--- config.mk ---
export PLATFORM = sky130hd
export DESIGN_NAME = flex_updown_counter
export DESIGN_NICKNAME = d
export VERILOG_FILES = /design/src/rtl/flex_counter_pkg.sv /design/src/rtl/tick_prescaler.sv /design/src/rtl/flex_updown_counter.sv
export SDC_FILE = /design/constraint.sdc
export NUM_CORES = 1
export LEC_CHECK = 0
export ABC_CLOCK_PERIOD_IN_PS = 4400
export CAP_MARGIN = 20
export CORE_MARGIN = 3
export CORE_UTILIZATION = 23
export DETAILED_ROUTE_END_ITERATION = 10
export PLACE_DENSITY_LB_ADDON = 0.12
export SLEW_MARGIN = 20
export SYNTH_ARGS = -nofsm -noshare
export SYNTH_HDL_FRONTEND = slang
export SYNTH_HIERARCHICAL = 1
export SYNTH_SLANG_ARGS = --single-unit
--- constraint.sdc ---
create_clock -name clk -period 4.4 [get_ports clk]
set_input_delay 0.88 -clock clk [delete_from_list [all_inputs] [get_ports clk]]
set_output_delay 0.88 -clock clk [all_outputs]
set_load 0.03 [all_outputs]
--- src/rtl/flex_counter_pkg.sv ---
// Shared types for the flexible up/down counter.
package flex_counter_pkg;

  // Behaviour when the count reaches its terminal value; the reserved code acts as WRAP.
  typedef enum logic [1:0] {
    MODE_WRAP    = 2'b00,
    MODE_SAT     = 2'b01,
    MODE_ONESHOT = 2'b10,
    MODE_RSVD    = 2'b11
  } mode_t;

endpackage : flex_counter_pkg

--- src/rtl/tick_prescaler.sv ---
// Enable prescaler: produces one tick for every prescale+1 enabled cycles.
// The tick is combinational from the prescale register so the counter
// advances on the same edge that completes the prescale period.
module tick_prescaler #(
  parameter int PRESCALE_BITS = 4
) (
  input  logic                     clk,
  input  logic                     n_rst,
  input  logic                     clear,
  input  logic                     enable,
  input  logic [PRESCALE_BITS-1:0] prescale,
  output logic                     tick
);

  logic [PRESCALE_BITS-1:0] pre_q;
  logic [PRESCALE_BITS-1:0] pre_d;

  // Next prescale count and tick; clear wins, disabled cycles hold.
  always_comb begin
    // NOTE: defaults first so every path assigns every output -- no latches.
    pre_d = pre_q;
    tick  = 1'b0;
    if (clear) begin
      pre_d = '0;
    end else if (enable) begin
      if (pre_q == prescale) begin
        tick  = 1'b1;
        pre_d = '0;
      end else begin
        pre_d = pre_q + 1'b1;
      end
    end
  end

  // Prescale count register.
  always_ff @(posedge clk or negedge n_rst) begin
    // NOTE: sequential state uses non-blocking assignment only.
    if (!n_rst) pre_q <= '0;
    else        pre_q <= pre_d;
  end

endmodule : tick_prescaler

--- src/rtl/flex_updown_counter.sv ---
// Parametrised up/down counter/timer with load, wrap/saturate/one-shot
// terminal modes, an enable prescaler, a terminal pulse and a sticky wrap flag.
// All outputs are registered; there is no combinational input-to-output path.
module flex_updown_counter
  import flex_counter_pkg::*;
#(
  parameter int NUM_CNT_BITS  = 8,
  parameter int PRESCALE_BITS = 4
) (
  input  logic                     clk,
  input  logic                     n_rst,
  input  logic                     clear,
  input  logic                     load,
  input  logic [NUM_CNT_BITS-1:0]  load_val,
  input  logic                     count_enable,
  input  logic                     dir,
  input  logic [1:0]               mode,
  input  logic [PRESCALE_BITS-1:0] prescale,
  input  logic [NUM_CNT_BITS-1:0]  rollover_val,
  output logic [NUM_CNT_BITS-1:0]  count_out,
  output logic                     rollover_flag,
  output logic                     term_pulse,
  output logic                     halted,
  output logic                     wrapped
);

  localparam logic [NUM_CNT_BITS-1:0] ONE = NUM_CNT_BITS'(1);

  logic [NUM_CNT_BITS-1:0] count_q, count_d;
  logic                    flag_q, flag_d;
  logic                    pulse_q, pulse_d;
  logic                    halted_q, halted_d;
  logic                    wrapped_q, wrapped_d;

  logic                    tick;
  logic                    pre_clear;
  logic                    pre_enable;

  // Load restarts the prescale period just like clear; a halted one-shot ignores enables.
  assign pre_clear  = clear | load;
  assign pre_enable = count_enable & ~halted_q;

  tick_prescaler #(
    .PRESCALE_BITS (PRESCALE_BITS)
  ) u_prescaler (
    .clk      (clk),
    .n_rst    (n_rst),
    .clear    (pre_clear),
    .enable   (pre_enable),
    .prescale (prescale),
    .tick     (tick)
  );

  mode_t                   mode_e;
  logic                    hold_mode;
  logic                    rv_zero;
  logic [NUM_CNT_BITS-1:0] term;
  logic [NUM_CNT_BITS-1:0] step_cnt;
  logic                    wrap_evt;

  // Next-state: clear > load > tick > hold, with the tick's count result precomputed.
  always_comb begin
    mode_e    = mode_t'(mode);
    hold_mode = (mode_e == MODE_SAT) || (mode_e == MODE_ONESHOT);
    rv_zero   = (rollover_val == '0);
    term      = dir ? rollover_val : ONE;

    step_cnt = count_q;
    wrap_evt = 1'b0;
    if (rv_zero) begin
      step_cnt = '0;
    end else if (dir) begin
      if (count_q < rollover_val) begin
        step_cnt = count_q + ONE;
      end else if (hold_mode) begin
        step_cnt = rollover_val;
      end else begin
        step_cnt = ONE;
        wrap_evt = 1'b1;
      end
    end else begin
      if (count_q == '0 || count_q > rollover_val) begin
        step_cnt = rollover_val;
      end else if (count_q > ONE) begin
        step_cnt = count_q - ONE;
      end else if (hold_mode) begin
        step_cnt = ONE;
      end else begin
        step_cnt = rollover_val;
        wrap_evt = 1'b1;
      end
    end

    count_d   = count_q;
    flag_d    = 1'b0;
    pulse_d   = 1'b0;
    halted_d  = halted_q;
    wrapped_d = wrapped_q;

    if (clear) begin
      count_d   = '0;
      halted_d  = 1'b0;
      wrapped_d = 1'b0;
    end else if (load) begin
      count_d   = load_val;
      halted_d  = 1'b0;
      wrapped_d = 1'b0;
      flag_d    = !rv_zero && (load_val == term);
    end else begin
      if (tick) begin
        count_d   = step_cnt;
        wrapped_d = wrapped_q | wrap_evt;
        // A clamped hold at the terminal value must not pulse again.
        pulse_d   = !rv_zero && (step_cnt == term) && (!hold_mode || count_q != term);
        if (mode_e == MODE_ONESHOT && !rv_zero && step_cnt == term) halted_d = 1'b1;
      end
      flag_d = !rv_zero && (count_d == term);
    end
  end

  // State registers; asynchronous reset returns every output to zero.
  always_ff @(posedge clk or negedge n_rst) begin
    if (!n_rst) begin
      count_q   <= '0;
      flag_q    <= 1'b0;
      pulse_q   <= 1'b0;
      halted_q  <= 1'b0;
      wrapped_q <= 1'b0;
    end else begin
      count_q   <= count_d;
      flag_q    <= flag_d;
      pulse_q   <= pulse_d;
      halted_q  <= halted_d;
      wrapped_q <= wrapped_d;
    end
  end

  assign count_out     = count_q;
  assign rollover_flag = flag_q;
  assign term_pulse    = pulse_q;
  assign halted        = halted_q;
  assign wrapped       = wrapped_q;

endmodule : flex_updown_counter

# Word-level counts from Yosys, hierarchy flattened
# Cells that the tools add are included.
[word_totals]
input_bits = 28
output_inout_bits = 12
ff_bits = 16
[op_classes]
n_eq_ne = 7
bitwise_logic = 4
addsub = 3
reduce_logical = 17
n_mux = 37
n_lt_le_gt_ge = 3
[op_table]
columns = ["cell", "count"]
rows = [
  ["two-way mux 8 bit", 13],
  ["== test 8 bit", 3],
  ["two-way mux 1 bit", 21],
  ["zero test 8 bit", 2],
  ["two-way mux 4 bit", 3],
  ["adder 8 x 1 -> 8 bit (second input constant)", 1],
  ["> comparator 8 x 1 -> 1 bit (second input constant)", 1],
  ["> comparator 8 bit", 1],
  ["less-than comparator 8 bit", 1],
  ["inequality test 8 bit", 1],
  ["subtractor 8 x 1 -> 8 bit (second input constant)", 1],
  ["logical AND 1 bit", 6],
  ["nonzero test 3 bit", 2],
  ["adder 4 x 1 -> 4 bit (second input constant)", 1],
  ["== test 4 bit", 1],
  ["logical OR 1 bit", 3],
  ["== test 2 x 1 -> 1 bit (second input constant)", 1],
  ["== test 2 bit (second input constant)", 1],
  ["zero test 1 bit", 2],
  ["OR 1 bit", 2],
  ["AND reduction 2 bit", 1],
  ["nonzero test 2 bit", 1],
  ["AND 1 bit", 1],
  ["inverter 1 bit", 1],
]

# Depth between registers and ports, before layout
# Gate-level depths: netlist (run 1).
[logic_depth]
ltp_word = 14
mapped_depth = 13

# Cells and area by module
# Netlist (run 1), hierarchy kept.
[modules_own_cells]
columns = ["mod", "instances", "area_per_inst_um2", "seq_area_each_um2", "cells_each"]
rows = [
  ["flex_updown_counter", 1, 2157.1, 300.3, 309],
  ["tick_prescaler", 1, 281.5, 100.1, 28],
]

# Least setup slack after synthesis (run 1)
# OpenSTA, ideal clock, no wires.
[synth_timing]
kind = "input -> register"
from = "input rollover_val[6]"
to = "register flag_q, in the netlist rollover_flag"
stages = 13
arrival_ns = 3.692
n_path_buf = 2
setup_time_ns = 0.094
setup_slack_ns = 0.614
path_cell_list = "clkbuf_1 -> inv_1 -> ha_1 -> nand4_1 -> nor2_1 -> nor2_1 -> or3b_1 -> buf_6 -> a221o_1 -> nand3b_2 -> o211ai_1 -> or4b_1 -> a211oi_1"
[synth_via]
elab_chain_cells = 12
elab_cells_between_ends = 22
classes_between = "2 x order compare; 2 x eq/ne; 13 x mux; 5 x reduce/logical"
[synth_rtl]
columns = ["element", "line_no", "rtl"]
rows = [
  ["start, declared", "flex_updown_counter.sv:19", "input logic [NUM_CNT_BITS-1:0] rollover_val,"],
  ["> comparator 8 bit / two-way mux 8 bit (equally long branches)", "flex_updown_counter.sv:82, flex_updown_counter.sv:86", ""],
  ["logical OR 1 bit / two-way mux 8 bit (equally long branches)", "flex_updown_counter.sv:82, flex_updown_counter.sv:84", ""],
  ["two-way mux 8 bit", "flex_updown_counter.sv:82", "if (count_q == '0 || count_q > rollover_val) begin"],
  ["two-way mux 8 bit", "flex_updown_counter.sv:72", "end else if (dir) begin"],
  ["two-way mux 8 bit", "flex_updown_counter.sv:70", "if (rv_zero) begin"],
  ["two-way mux 8 bit", "flex_updown_counter.sv:110", "if (tick) begin"],
  ["two-way mux 8 bit", "flex_updown_counter.sv:104", "end else if (load) begin"],
  ["two-way mux 8 bit", "flex_updown_counter.sv:100", "if (clear) begin"],
  ["== test 8 bit", "flex_updown_counter.sv:117", "flag_d = !rv_zero && (count_d == term);"],
  ["logical AND 1 bit", "flex_updown_counter.sv:117", ""],
  ["two-way mux 1 bit (*)", "flex_updown_counter.sv:104", ""],
  ["two-way mux 1 bit (*)", "flex_updown_counter.sv:100", ""],
  ["named net flag_d", "flex_updown_counter.sv:30", "logic flag_q, flag_d;"],
  ["end signal, assigned", "flex_updown_counter.sv:131", "flag_q <= flag_d;"],
  ["end, declared", "flex_updown_counter.sv:30", ""],
]
# The timed path passes the listed nets; every way through them passes the cells marked *. The select of a mux whose other input is x is not followed.
# A chain may end at the register's enable or synchronous reset.

# Final worst setup path (run 1)
[layout_timing]
from = "input rollover_val[7]"
to = "register flag_q, in the netlist rollover_flag"
# Same word-level chain as after synthesis.

==> reports/results.ini, run 1 <==
[outcome]
outcome=completed

[synth]
syn-num-nets=379
async_set_or_reset_register_ratio_after_synthesis_pct=100.0
syn_avg_cell_area_sq_um=7.236
synth_cell_types=65
post_synth_design_cell_area_sq_um=2439
postSynthRegisterBits=16
synth_top_flop_cell=sky130_fd_sc_hd__dfrtp_1
yosysSeqAreaShare_pct=16.42
gate_count_after_technology_mapping=337
yosys_synthesis_warning_count=6
synth-edff-count=0

[clock_network]
clock_latency_ns=0.26
cts.root.buffer_cell=sky130_fd_sc_hd__clkbuf_8
tritoncts.num_buffers=3
htree_levels=1
gates_resized_cts_repair=0
cts_tree=yes
post_cts_buffers=0
clk_transition_reported_paths_ns=0.08
cts_buffer_depth=2
hold_buffer_count_at_cts=0
clock_sinks=16

[timing]
post-route-worst-setup-slack_ns=0.2541
timing.clock.skew_ns=0.007919
tns_ns=0
maxSlewHeadroom_pct=43.85
hold_violations=0
slew_violations=0
layout_worst_path_cycle_share_pct=94.22
layout_min_cycle_time_ns=4.146
fmax_ghz=0.2412
tightestPinTransition_ns=0.8396
grt_setup_unrepaired=false
final-setup-viol-count=0

[worst_setup_path]
path_class=input port to flop
critical_path_cell_list=clkdlybuf4s50_1, inv_1, ha_1, nand4_1, nor2_1, nor2_1, or3b_1, a221o_1, nand3b_2, o211ai_1, or4b_1, a211oi_1
worst-path-max-fanout=10
worst-r2r-cell-count=11
setup.reg_to_reg.worst_slack_ns=0.79
r2r_start=count_out[1]
crit_family=simple AND/OR/NAND/NOR gates
worstReg2RegEnd=rollover_flag
cp_common_cell=sky130_fd_sc_hd__nor2_1
worstPathBufferInverterCount=2
critical_path_arrival_ns=4.31
critical_path_top_delay_cell=sky130_fd_sc_hd__or3b_1
crit_path_end_kind=flop
critPathMaxStageDelay_ns=0.55
crit_path_start_kind=input port
required_ns=4.56

[floorplan]
design.portCount=40
core-area_sq_um=10040
die-area_sq_um=11870
die_width_um=109.0
floorplan.rows=36
die_span_y_um=109.0
initial_utilization_pct=24.28

[grt]
maximum_number_of_pins_on_one_net_before_global_route_repair=47
grt_antenna_before_repair=0
number_of_global_route_vias_before_repair=2754
grt.total_usage_pct=17.73
grt_first_pass_wirelength_um=15970
global_route.overflow_total=0

[flow_run]
max_cap_viol_count=0

[pwr]
vdd_drop_max_mv=0.1068
power_frac_clock_pct=22.0
sw_frac_of_total_pct=41.77
power_density_nw_per_um2=198.9
combPwrFrac_pct=52.7
switching_power_mw=0.2637
pwr-share-seq_pct=25.4
report.power.total_mw=0.6313
power.static_leakage_nw=1.231
power.internal_mw=0.3676

[placed_design]
placement.cell_area_sq_um=3119
gpl.final_weighted_congestion=0.9851
pre_cts_ws_ns=0.05861
port_buffers=39
place.detailed.hpwl_um=8280

[cells_and_area]
antenna_diode_instance_count=0
layout.nets=428
drive_gt1_share_pct=12.99
area.growth.synth_to_final_pct=30.17
fin_util_pct=31.60
sequential_cell_area_sq_um=400.4
design_area_final_sq_um=3174
multi_input_comb_area_sq_um=1836
nFillCells=1081

[route]
detailroute.via_count=2940
wire_per_inst_um=20.51
drcViolationCount=0
firstDrtPassIters=5
detail-route-antenna-nets=0
viasPerCell=5.676
drt-initial-drc-count=310
detail_route.wirelength_um=10620

[min_path]
whs_path_depth=2
hold_end=wrapped
hold_start=wrapped
path_type_of_the_worst_min_delay_path=flop to flop

registers in the layout, summed over array words and instances (netlist names):
register,flops
wrapped,1
halted,1
count_out,8
u_prescaler/pre_q,4
term_pulse,1
rollover_flag,1
layout by cell type (no fill, tap or decap), drive strengths merged, types with 3 or more instances in the layout:
| cell type | n |
|---|---|
| a2111oi | 4 |
| a211oi | 5 |
| a21oi | 13 |
| a221o | 3 |
| a221oi | 7 |
| a22oi | 6 |
| a311oi | 4 |
| a31oi | 3 |
| buf | 34 |
| clkbuf | 4 |
| clkdlybuf4s50 | 39 |
| dfrtp | 16 |
| ha | 14 |
| inv | 18 |
| nand2 | 26 |
| nand2b | 5 |
| nand3 | 23 |
| nand4 | 6 |
| nor2 | 31 |
| nor2b | 4 |
| nor3 | 15 |
| nor4 | 5 |
| o211ai | 5 |
| o21ai | 20 |
| o22ai | 4 |
| o31ai | 6 |
| o41ai | 3 |
| or4 | 4 |
| xnor2 | 15 |
| xor2 | 9 |
metal layers:
layer	global-route usage [%]	part of all wire (%)	routed length, um	vias to the layer above
met1	25.75	46	4915	1401
met2	26.75	42	4476	150
met3	3.020	8.3	881	21
met4	5.050	3.3	348	0
met5	0	0	0	-
li1	-	-	-	1368
layout make-up:
| class | instances | area share, % |
|---|---|---|
| Multi-Input combinational cell | 273 | 57.82 |
| Timing Repair Buffer | 73 | 20.34 |
| Sequential cell | 16 | 12.61 |
| Tap cell | 133 | 5.242 |
| Inverter | 19 | 2.247 |
| Clock buffer | 4 | 1.734 |
how the worst max path moves through the flow:
stage,start,to,slack [ns],cells past startpoint
final,rollover_val[7],rollover_flag,0.25,12
after global routing,rollover_val[7],rollover_flag,0.02,12
after CTS,rollover_val[7],rollover_flag,0.29,12
after detailed placement,rollover_val[7],rollover_flag,0.06,12
after global placement,rollover_val[7],rollover_flag,0.07,12
after floorplan,rollover_val[6],rollover_flag,0.61,13
power groups by stage:
stage               Clock [mW]  Sequential [mW]  Combinational [mW]
floorplan                    0            0.169               0.188
global placement             0            0.163               0.332
detailed placement           0            0.163               0.325
CTS                      0.142            0.160               0.327
global route             0.144            0.161               0.357
finish                   0.139            0.160               0.333
per-stage QoR:
step	instances	hold WS [ns]
floorplan	337	0.5667
global placement	514	0.5029
detailed placement	514	0.5028
CTS	518	0.5196
global route	518	0.5512
finish	518	0.5079
kinds of logic after synthesis:
logic type | after synthesis | share of synthesized area, %
flip-flops | 16 | 16.42
AND/OR/NAND/NOR | 131 | 27.81
XOR/XNOR | 24 | 8.620
buffers and inverters | 48 | 8.311
AO/OA/AOI/OAI | 100 | 29.91
adder cells (fa/ha/maj) | 14 | 7.183
multiplexers | 4 | 1.744
Yosys cell counts, types with 3 or more instances:
| library cell | instances | area [sq um] |
|---|---|---|
| sky130_fd_sc_hd__xnor2_1 | 15 | 131.4 |
| sky130_fd_sc_hd__nor3_1 | 14 | 70.07 |
| sky130_fd_sc_hd__o41ai_1 | 3 | 26.28 |
| sky130_fd_sc_hd__o21ai_0 | 20 | 100.1 |
| sky130_fd_sc_hd__ha_1 | 14 | 175.2 |
| sky130_fd_sc_hd__nor2b_1 | 4 | 25.02 |
| sky130_fd_sc_hd__a31oi_1 | 3 | 18.77 |
| sky130_fd_sc_hd__xor2_1 | 9 | 78.83 |
| sky130_fd_sc_hd__a22oi_1 | 6 | 45.04 |
| sky130_fd_sc_hd__inv_1 | 17 | 63.81 |
| sky130_fd_sc_hd__nand2_1 | 26 | 97.59 |
| sky130_fd_sc_hd__nand4_1 | 6 | 37.54 |
| sky130_fd_sc_hd__o22ai_1 | 4 | 25.02 |
| sky130_fd_sc_hd__nor2_1 | 31 | 116.4 |
| sky130_fd_sc_hd__nor4_1 | 3 | 18.77 |
| sky130_fd_sc_hd__buf_1 | 3 | 11.26 |
| sky130_fd_sc_hd__nand3_1 | 23 | 115.1 |
| sky130_fd_sc_hd__a221oi_1 | 7 | 61.31 |
| sky130_fd_sc_hd__clkbuf_1 | 15 | 56.30 |
| sky130_fd_sc_hd__a21oi_1 | 13 | 65.06 |
| sky130_fd_sc_hd__buf_2 | 9 | 45.04 |
| sky130_fd_sc_hd__dfrtp_1 | 16 | 400.4 |
| sky130_fd_sc_hd__o211ai_1 | 4 | 30.03 |
| sky130_fd_sc_hd__nand2b_1 | 5 | 31.28 |
| sky130_fd_sc_hd__a221o_1 | 3 | 30.03 |
| sky130_fd_sc_hd__a2111oi_0 | 3 | 26.28 |
| sky130_fd_sc_hd__o31ai_1 | 6 | 45.04 |
| sky130_fd_sc_hd__a211oi_1 | 5 | 37.54 |
| sky130_fd_sc_hd__or4_1 | 4 | 30.03 |
| sky130_fd_sc_hd__a311oi_1 | 4 | 35.03 |
tightest hold or removal path: stages, from the launching register on:
cell and delay [ns]:
sky130_fd_sc_hd__dfrtp_1 0.35, sky130_fd_sc_hd__a21oi_1 0.05, sky130_fd_sc_hd__nor2_1 0.07
No activity file was read; power rests on OpenSTA's default activity.
==> run 2, diff against run 1 <==
CAP_MARGIN = 10   (was 20)
==> results of run 2 <==
Same layout as run 1: the final DEF is identical, and so are final timing and power.
==> run 3, diff against run 2 <==
SLEW_MARGIN = not set   (was 20)
SYNTH_HIERARCHICAL = not set   (was 1)
==> run 3 against run 2 <==
Combinational power rose by 2%. Cell count increased by 3.5%. Synthesized cell count increased by 2.1%. Setup slack worse by 0.015 ns. Worst hold slack improved by 0.0038 ns. Core utilization shrank 0.22 points.
==> reports/results.ini, run 3 <==
[synth]
gate_count_after_technology_mapping=344
leading_cell_types_by_count_after_synthesis=sky130_fd_sc_hd__nor2_1, sky130_fd_sc_hd__a21oi_1, sky130_fd_sc_hd__nand2_1, sky130_fd_sc_hd__o21ai_0, sky130_fd_sc_hd__clkbuf_1
async_set_or_reset_register_ratio_after_synthesis_pct=100.0
synth-edff-count=0
syn-num-nets=386
yosysSeqAreaShare_pct=16.26
synth_top_area_cell=sky130_fd_sc_hd__dfrtp_1
postSynthRegisterBits=16
synth_area_leaders=sky130_fd_sc_hd__dfrtp_1, sky130_fd_sc_hd__ha_1, sky130_fd_sc_hd__nor2_1
portion_of_synthesized_cell_area_occupied_by_the_leading_cell_type_pct=16.26
most_frequent_cell_after_synthesis=sky130_fd_sc_hd__nor2_1
yosys_synthesis_warning_count=0
synth_top_flop_cell=sky130_fd_sc_hd__dfrtp_1
post_synth_design_cell_area_sq_um=2462
synth_cell_types=63
syn_avg_cell_area_sq_um=7.158

[clock_network]
cts.root.buffer_cell=sky130_fd_sc_hd__clkbuf_8
clk_transition_reported_paths_ns=0.07
cts_tree=yes
cts_buffer_depth=2
htree_levels=1
tritoncts.num_buffers=3
clock_latency_ns=0.25
post_cts_buffers=0
clock_sinks=16

[floorplan]
core-area_sq_um=10370
die-area_sq_um=11980
floorplan.rows=37
design.portCount=40
die_span_y_um=109.5
initial_utilization_pct=23.75
die_width_um=109.5

[grt]
number_of_global_route_vias_before_repair=2685
grt_first_pass_wirelength_um=15660
grt.total_usage_pct=17.24
maximum_number_of_pins_on_one_net_before_global_route_repair=26
grt_antenna_before_repair=0
global_route.overflow_total=0

[worst_setup_path]
crit_path_start_kind=input port
required_ns=4.56
worstSetupEndpoint=rollover_flag
setup.reg_to_reg.worst_slack_ns=0.76
r2r_start=count_out[1]
critical_path_arrival_ns=4.32
path_class=input port to flop
worstReg2RegEnd=rollover_flag
crit_path_end_kind=flop
critical_path_top_delay_cell=sky130_fd_sc_hd__clkdlybuf4s50_1
critical_path_cell_list=clkdlybuf4s50_1, inv_1, ha_1, nand4_1, or2_2, a21boi_2, o31ai_1, o211ai_2, a21oi_1, mux2_2, a2111o_1, a311oi_2
critPathMaxStageDelay_ns=0.49
worst-path-max-fanout=4
start_point_of_the_critical_path=rollover_val[5]
worst-r2r-cell-count=10

[cells_and_area]
layout.cells.non_filler=536
largest_register_ffs=8
antenna_diode_instance_count=0
area.growth.synth_to_final_pct=32.16
layout.nets=443
drive_gt1_share_pct=14.00
design_area_final_sq_um=3254
final_common_cell=sky130_fd_sc_hd__nor2_1
layout_common_cells=sky130_fd_sc_hd__nor2_1, sky130_fd_sc_hd__clkdlybuf4s50_1, sky130_fd_sc_hd__buf_4

[timing]
grt_setup_unrepaired=false
hold_violations=0
tns_ns=0
layout_min_cycle_time_ns=4.161
slew_violations=0
timing.clock.skew_ns=0.001580
fmax_ghz=0.2404
tightestPinTransition_ns=0.7707
hold_ws_ns=0.5116
maxSlewHeadroom_pct=48.46
layout_worst_path_cycle_share_pct=94.56
final-setup-viol-count=0

[placed_design]
placedCellCount=532
gpl.final_weighted_congestion=0.9426
place.detailed.hpwl_um=8319
port_buffers=39
placement.cell_area_sq_um=3199

[route]
viasPerCell=5.422
detail-route-antenna-nets=0
firstDrtPassIters=8
drcViolationCount=0
drt-initial-drc-count=297
wire_per_inst_um=19.19
detail_route.wirelength_um=10290
detailroute.via_count=2906

[pwr]
report.power.total_mw=0.6408
vdd_drop_max_mv=0.07104
power.static_leakage_nw=1.279
power_density_nw_per_um2=196.9

[flow_run]
max_cap_viol_count=0

[min_path]
path_type_of_the_worst_min_delay_path=flop to flop

[outcome]
outcome=completed

-- run 3: cell count changes after synthesis, sizes merged, moves of 4 or more --
cell	previous run	this run
a21oi	13	27
buf	14	2
nor2	31	41
nand3	23	14
clkbuf	15	22
a221oi	7	1
or3	0	6
inv	18	13
nor2b	4	8
nor3	15	11
o21ai	20	24
-- run 3: report_power, final --
group / internal [mW] / switching, mW
Combinational: 0.147 / 0.194
Sequential: 0.152 / 0.0146
Clock: 0.0794 / 0.0537
Total: 0.379 / 0.262
-- run 3: cell families after synthesis --
logic type	after synthesis	synth area share (%)
compound gates	113	31.25
xor+xnor	23	8.181
fa+ha+maj	14	7.114
buf+inv	38	6.250
flops	16	16.26
mux	5	2.134
simple gates	135	28.81
-- run 3: area by class of cell --
cell class              instances  area (sq um)
multi-input cells             290          1908
flip-flops and latches         16         400.4
fillers                      1174          7116
clock buffers                   4         55.05
well taps                     136         170.2
inverters                      14         52.55
repair buffers                 76         668.1
-- run 3: how the worst min path moves through the flow --
| stage | slack [ns] | end | cells after the start | start |
|---|---|---|---|---|
| 2_1_floorplan | 0.54 | u_prescaler.pre_q[3] | 3 | u_prescaler.pre_q[3] |
| 3_3_place_gp | 0.50 | wrapped | 2 | wrapped |
| 3_5_place_dp | 0.50 | wrapped | 2 | wrapped |
| 4_1_cts | 0.52 | wrapped | 2 | wrapped |
| 5_1_grt | 0.55 | wrapped | 2 | wrapped |
| 6_report | 0.51 | wrapped | 2 | wrapped |
-- run 3: stage by stage --
step	worst slack [ns]	utilization [%]
after CTS	0.2956	31.38
after global routing	0.08724	31.38
final	0.2395	31.38
after detailed placement	0.01777	30.85
after floorplan	0.3772	-
after global placement	0.09145	30.85
-- run 3: worst max-delay path, delay by kind of cell --
| kind | cells | cell delay (ns) |
|---|---|---|
| fa+ha+maj | 1 | 0.31 |
| compound gates | 6 | 1.61 |
| simple gates | 2 | 0.55 |
| mux | 1 | 0.37 |
| buf+inv | 2 | 0.60 |
-- run 3: metal layers --
layer  up-vias  wire length [um]  global-route usage, %
met2       118              4582                  26.90
li1       1383                 -                      -
met5         -                 0                      0
met1      1382              4667                  24.54
met3        23               697                  2.701
met4         0               337                  4.720
-- run 3: timing repair --
action | 4_1_cts | 5_1_grt
hold buffers | 0 | 0
endpoints found under the setup margin | 0 | 1
resized for setup | 0 | 1
